==> config.mk <==
export PLATFORM = sky130hd
export DESIGN_NAME = stream_arb_21
export DESIGN_NICKNAME = d
export VERILOG_FILES = /design/src/rtl/stream_arb_pkg.sv /design/src/rtl/skid_buf_2.sv /design/src/rtl/stream_arb_21.sv
export SDC_FILE = /design/constraint.sdc
export NUM_CORES = 1
export LEC_CHECK = 0
export CAP_MARGIN = 20
export CORE_ASPECT_RATIO = 1.25
export CORE_MARGIN = 3
export CORE_UTILIZATION = 48
export DETAILED_ROUTE_END_ITERATION = 12
export PLACE_DENSITY = 0.9
export SYNTH_ARGS = -nofsm -noshare
export SYNTH_HDL_FRONTEND = slang
export SYNTH_SLANG_ARGS = --single-unit
==> constraint.sdc <==
create_clock -name clk_in -period 3.7 [get_ports clk_in]
set_clock_uncertainty 0.15 [all_clocks]
set_input_delay 0.74 -clock clk_in [delete_from_list [all_inputs] [get_ports clk_in]]
set_output_delay 0.74 -clock clk_in [all_outputs]
set_load 0.01 [all_outputs]
==> src/rtl/stream_arb_pkg.sv <==
// stream_arb_pkg: shared types for the two-input stream arbiter.
//   arb_state_t : arbiter FSM states (no grant, A granted, B granted)
//   src_t       : source identifier carried with every beat (A = 0, B = 1)
package stream_arb_pkg;

    typedef enum logic [1:0] {
        IDLE    = 2'd0,
        GRANT_A = 2'd1,
        GRANT_B = 2'd2
    } arb_state_t;

    typedef enum logic {
        SRC_A = 1'b0,
        SRC_B = 1'b1
    } src_t;

    // Source that gets the next tie-break after `served` releases its grant.
    function automatic src_t other_src(input src_t served);
        return (served == SRC_A) ? SRC_B : SRC_A;
    endfunction

endpackage

==> src/rtl/skid_buf_2.sv <==
// skid_buf_2: 2-entry valid/ready register slice (shift-register FIFO).
//   clk_in, rst_in       : clock, synchronous active-high reset (empties the slice)
//   in_valid/in_data     : upstream beat; pushed when in_ready
//   in_ready             : !full, registered-state only (no path from out_ready)
//   out_valid/out_data   : head entry
//   out_ready            : downstream accepts the head entry
module skid_buf_2 #(
    parameter int unsigned DW = 10
) (
    input  logic          clk_in,
    input  logic          rst_in,
    input  logic          in_valid,
    input  logic [DW-1:0] in_data,
    output logic          in_ready,
    output logic          out_valid,
    output logic [DW-1:0] out_data,
    input  logic          out_ready
);

    logic [DW-1:0] ent0_q, ent0_d;
    logic [DW-1:0] ent1_q, ent1_d;
    logic [1:0]    cnt_q, cnt_d;
    logic          push, pop;

    assign in_ready  = (cnt_q != 2'd2);
    assign out_valid = (cnt_q != 2'd0);
    assign out_data  = ent0_q;
    assign push      = in_valid && in_ready;
    assign pop       = out_valid && out_ready;

    always_comb begin
        ent0_d = ent0_q;
        ent1_d = ent1_q;
        cnt_d  = cnt_q;
        case ({push, pop})
            2'b10: begin
                if (cnt_q == 2'd0) begin
                    ent0_d = in_data;
                end else begin
                    ent1_d = in_data;
                end
                cnt_d = cnt_q + 2'd1;
            end
            2'b01: begin
                ent0_d = ent1_q;
                cnt_d  = cnt_q - 2'd1;
            end
            2'b11: begin
                // Push requires !full, so occupancy is 0 or 1 here; only 1 can pop.
                if (cnt_q == 2'd1) begin
                    ent0_d = in_data;
                end else begin
                    ent0_d = ent1_q;
                    ent1_d = in_data;
                end
            end
            default: ;
        endcase
    end

    always_ff @(posedge clk_in) begin
        if (rst_in) begin
            ent0_q <= '0;
            ent1_q <= '0;
            cnt_q  <= 2'd0;
        end else begin
            ent0_q <= ent0_d;
            ent1_q <= ent1_d;
            cnt_q  <= cnt_d;
        end
    end

endmodule

==> src/rtl/stream_arb_21.sv <==
// stream_arb_21: two-input round-robin stream arbiter with packet locking and a
// registered, skid-buffered output. sel_out steers the downstream 2:1 mux.
//   clk_in, rst_in                   : clock, synchronous active-high reset
//   a_valid/data/last_in, a_ready_out: source A stream
//   b_valid/data/last_in, b_ready_out: source B stream
//   y_valid/data/last/src_out, y_ready_in : arbitrated output stream
//   sel_out                          : registered grant (1 only while B granted)
module stream_arb_21
    import stream_arb_pkg::*;
#(
    parameter int unsigned WIDTH    = 8,
    parameter bit          LOCK_PKT = 1'b1
) (
    input  logic             clk_in,
    input  logic             rst_in,
    input  logic             a_valid_in,
    input  logic [WIDTH-1:0] a_data_in,
    input  logic             a_last_in,
    output logic             a_ready_out,
    input  logic             b_valid_in,
    input  logic [WIDTH-1:0] b_data_in,
    input  logic             b_last_in,
    output logic             b_ready_out,
    output logic             y_valid_out,
    output logic [WIDTH-1:0] y_data_out,
    output logic             y_last_out,
    output logic             y_src_out,
    input  logic             y_ready_in,
    output logic             sel_out
);

    localparam int unsigned PW = WIDTH + 2;

    arb_state_t    state_q;
    src_t          pri_q;
    logic          sel_q;

    logic          buf_in_ready;
    logic          push_valid;
    logic [PW-1:0] push_data;
    logic [PW-1:0] pop_data;
    logic          acc_a, acc_b;
    logic          rel_a, rel_b;

    // Readies depend only on the registered grant and buffer occupancy.
    assign a_ready_out = (state_q == GRANT_A) && buf_in_ready;
    assign b_ready_out = (state_q == GRANT_B) && buf_in_ready;
    assign acc_a       = a_valid_in && a_ready_out;
    assign acc_b       = b_valid_in && b_ready_out;
    assign rel_a       = acc_a && (!LOCK_PKT || a_last_in);
    assign rel_b       = acc_b && (!LOCK_PKT || b_last_in);

    assign push_valid = ((state_q == GRANT_A) && a_valid_in) ||
                        ((state_q == GRANT_B) && b_valid_in);
    assign push_data  = (state_q == GRANT_B) ? {SRC_B, b_last_in, b_data_in}
                                             : {SRC_A, a_last_in, a_data_in};

    always_ff @(posedge clk_in) begin
        if (rst_in) begin
            state_q <= IDLE;
            pri_q   <= SRC_A;
            sel_q   <= 1'b0;
        end else begin
            unique case (state_q)
                IDLE: begin
                    if (a_valid_in && (!b_valid_in || pri_q == SRC_A)) begin
                        state_q <= GRANT_A;
                        sel_q   <= 1'b0;
                    end else if (b_valid_in) begin
                        state_q <= GRANT_B;
                        sel_q   <= 1'b1;
                    end
                end
                GRANT_A: begin
                    if (rel_a) begin
                        pri_q <= other_src(SRC_A);
                        if (b_valid_in) begin
                            state_q <= GRANT_B;
                            sel_q   <= 1'b1;
                        end else if (a_valid_in) begin
                            state_q <= GRANT_A;
                        end else begin
                            state_q <= IDLE;
                        end
                    end
                end
                GRANT_B: begin
                    if (rel_b) begin
                        pri_q <= other_src(SRC_B);
                        if (a_valid_in) begin
                            state_q <= GRANT_A;
                            sel_q   <= 1'b0;
                        end else if (b_valid_in) begin
                            state_q <= GRANT_B;
                        end else begin
                            state_q <= IDLE;
                            sel_q   <= 1'b0;
                        end
                    end
                end
                default: begin
                    state_q <= IDLE;
                    sel_q   <= 1'b0;
                end
            endcase
        end
    end

    skid_buf_2 #(
        .DW(PW)
    ) u_skid (
        .clk_in   (clk_in),
        .rst_in   (rst_in),
        .in_valid (push_valid),
        .in_data  (push_data),
        .in_ready (buf_in_ready),
        .out_valid(y_valid_out),
        .out_data (pop_data),
        .out_ready(y_ready_in)
    );

    assign y_data_out = pop_data[WIDTH-1:0];
    assign y_last_out = pop_data[WIDTH];
    assign y_src_out  = pop_data[WIDTH+1];
    assign sel_out    = sel_q;

endmodule

==> flow_metrics.py <==
metrics = {
    "final_layout": {
        "final_layout_size_suffix_gt1_frac": 0.0811,
        "antenna_cells": 0,
        "final_area_sq_um": 1820,
        "area_growth_pct": 27.7,
        "nets": 215,
    },
    "run_status": {
        "status": "completed",
    },
    "setup_path": {
        "cp.required_ps": 3790,
        "r2r-start": "u_skid.cnt_q[0]",
        "path_class": "input port to flop",
        "rrSetupSlack_ps": 1030,
        "r2r_cells": 10,
        "arrival_ps": 3070,
        "path_max_fanout": 10,
        "critPathLaunchType": "input port",
        "reg2reg_to": "u_skid.ent1_q[6]",
        "crit_path_end_kind": "flop",
    },
    "floorplan": {
        "initial_core_util": 0.517,
        "ios": 37,
        "fp.dieW_um": 54.8,
        "core_sq_um": 2760,
        "die_h_um": 66.9,
        "die_area_sq_um": 3670,
        "rows": 21,
    },
    "clock_network": {
        "cts_tree": "done",
        "hold_buffers": 0,
        "clk_pin_slew_worst_paths_ps": 140,
        "ctsResizeCount": 0,
        "cts_root_buffer": "clkbuf_4",
        "cts_setup_buffers": 0,
        "clk_path_buf_depth": 2,
        "clkLatencyLatePin_ps": 330,
        "h-tree-depth": 1,
        "clock-sinks": 26,
        "numCtsBuffers": 3,
    },
    "route": {
        "highest_layer": "met4",
        "finalWirelength_um": 3540,
        "detailedRoute.firstPassIterationCount": 5,
        "avgRoutedWirePerCell_um": 16.2,
        "drt_iter0_markers": 63,
        "vias": 1274,
        "drc": 0,
        "wl_met3_um": 229,
        "viasPerCell": 5.82,
        "wl_met2_um": 1920,
        "ant_nets": 0,
        "wl_met1_um": 1380,
    },
    "timing": {
        "min_period_ps": 2980,
        "fin_ws_ps": 723,
        "relSlewSlack": 0.647,
        "fin_crit_sh": 0.804,
        "tightest_slew_ps": 529,
        "setup_viol": 0,
        "fin_setup_tns_ps": 0,
        "slew_violations": 0,
        "max_freq_ghz": 0.336,
        "rsz0062_at_grt": "false",
        "hold_viol": 0,
    },
    "placement": {
        "gp_congestion": 0.839,
        "post-place-ws_ps": 409,
        "placed_cell_area_sq_um": 1770,
        "dp.final_hpwl_um": 2550,
        "portBuffers": 36,
    },
    "pwr": {
        "p_seq_frac": 0.349,
        "p_leak_nw": 0.701,
        "p_int_mw": 0.775,
        "ir_drop_mv": 0.500,
        "p_sw_frac": 0.360,
        "power.switching_mw": 0.437,
        "p_per_area_nw_per_um2": 665,
        "clockPowerShare": 0.161,
        "power_frac_comb": 0.490,
    },
    "flow_run": {
        "drv_cap": 0,
    },
    "synth": {
        "synth_most_common_cell": "dfxtp_1",
        "synthFlopType": "dfxtp_1",
        "avgSynthCellArea_sq_um": 9.20,
        "ys_seq_area_frac": 0.365,
        "synth_cells": 155,
        "netlist_area_sq_um": 1430,
        "synth_top_area_frac": 0.365,
        "synth-seq-cells": 26,
        "synth-warning-count": 0,
        "async_reset_ff_frac": 0,
        "synth_common_cells": "dfxtp_1, inv_1, nor2_1",
        "yosysUniqueCellTypes": 33,
        "synth_edf_count": 0,
        "postSynthNetCount": 184,
        "synth_area_leader_cell": "dfxtp_1",
        "synthTopCellsByArea": "dfxtp_1, a222oi_1, mux2i_1, mux2_2, a211oi_1",
    },
    "min_path": {
        "hp-start": "u_skid.out_data[9]",
        "whs_path_depth": 2,
        "min_to": "u_skid.out_data[9]",
        "min-delay-path-class": "flop to flop",
    },
    "global_route": {
        "grt_overflow": 0,
        "grt_pass1_wl_um": 6040,
        "grt_pass1_vias": 1384,
        "grt_max_degree": 28,
        "gr-usage-all-layers": 0.221,
        "antenna_found_initial": 0,
    },
}
-- per-layer routing --
| metal | global-route usage | vias to the layer above |
|---|---|---|
| li1 | - | 616 |
| met1 | 0.250 | 607 |
| met2 | 0.382 | 49 |
| met3 | 0.0380 | 2 |
| met4 | 0.109 | 0 |
| met5 | 0 | - |
-- power groups by stage --
stage | clock network (mW) | registers, mW | logic (mW)
after global placement | 0 | 0.422 | 0.561
after global routing | 0.213 | 0.432 | 0.653
after detailed placement | 0 | 0.426 | 0.587
after floorplan | 0 | 0.433 | 0.376
after CTS | 0.200 | 0.422 | 0.596
final | 0.195 | 0.423 | 0.594
-- state kept, by name, indices dropped and copies added, names as in the netlist --
name / cells
u_skid.ent1_q: 10
u_skid.out_data: 10
pri_q: 1
u_skid.cnt_q: 2
state_q: 2
sel_out: 1
-- layout by cell type (no fill, tap or decap), types with 2 or more instances in the layout --
master and n:
clkdlybuf4s50_1 36, dfxtp_1 26, inv_1 19, nor2_1 15, a211oi_1 11, a222oi_1 10, mux2i_1 10, mux2_2 8
nand2_1 7, ha_1 6, nand3b_1 4, a21oi_1 3, o21ai_0 3, clkbuf_4 3, nand2b_1 2, a211o_1 2
a221oi_1 2, xor2_1 2, o21bai_1 2
-- kinds of logic after synthesis --
family | count (synthesis) | share of synthesized area
compound gates | 39 | 0.219
simple gates | 33 | 0.112
buf+inv | 30 | 0.0974
flops | 26 | 0.365
mux | 19 | 0.141
fa+ha+maj | 6 | 0.0526
xor+xnor | 2 | 0.0123
-- layout make-up --
class / instances / area (sq um)
Clock inverter: 1 / 30.0
Tap cell: 34 / 42.5
Clock buffer: 3 / 22.5
Inverter: 19 / 71.3
Fill cell: 224 / 937
Multi-Input combinational cell: 99 / 767
Sequential cell: 26 / 520
Timing Repair Buffer: 37 / 368
-- metrics by stage --
| stage | power [mW] | std cells | util | hold slack [ps] |
|---|---|---|---|---|
| floorplan | 0.809 | 155 | - | 311 |
| global placement | 0.983 | 215 | 0.641 | 298 |
| detailed placement | 1.01 | 215 | 0.641 | 304 |
| CTS | 1.22 | 219 | 0.660 | 329 |
| global route | 1.30 | 219 | 0.660 | 358 |
| finish | 1.21 | 219 | 0.660 | 325 |
-- critical path: stages --
cell and delay, ps:
clkdlybuf4s50_1 610, nand3b_1 130, and2_1 150, or2_2 290, inv_1 90, ha_1 180
nor2b_1 140, o21a_1 350, a222oi_1 130, a211oi_1 270
-- worst max-delay path by stage --
stage,startpoint,depth (start not counted),slack [ps],to
floorplan,b_valid_in,10,1220,u_skid.out_data[0]
global placement,b_valid_in,10,520,u_skid.out_data[4]
detailed placement,a_valid_in,10,410,u_skid.out_data[5]
CTS,a_valid_in,10,750,u_skid.out_data[7]
global route,b_valid_in,10,580,u_skid.out_data[7]
finish,a_valid_in,10,720,u_skid.out_data[7]
Power figures use the tool's default switching activity.
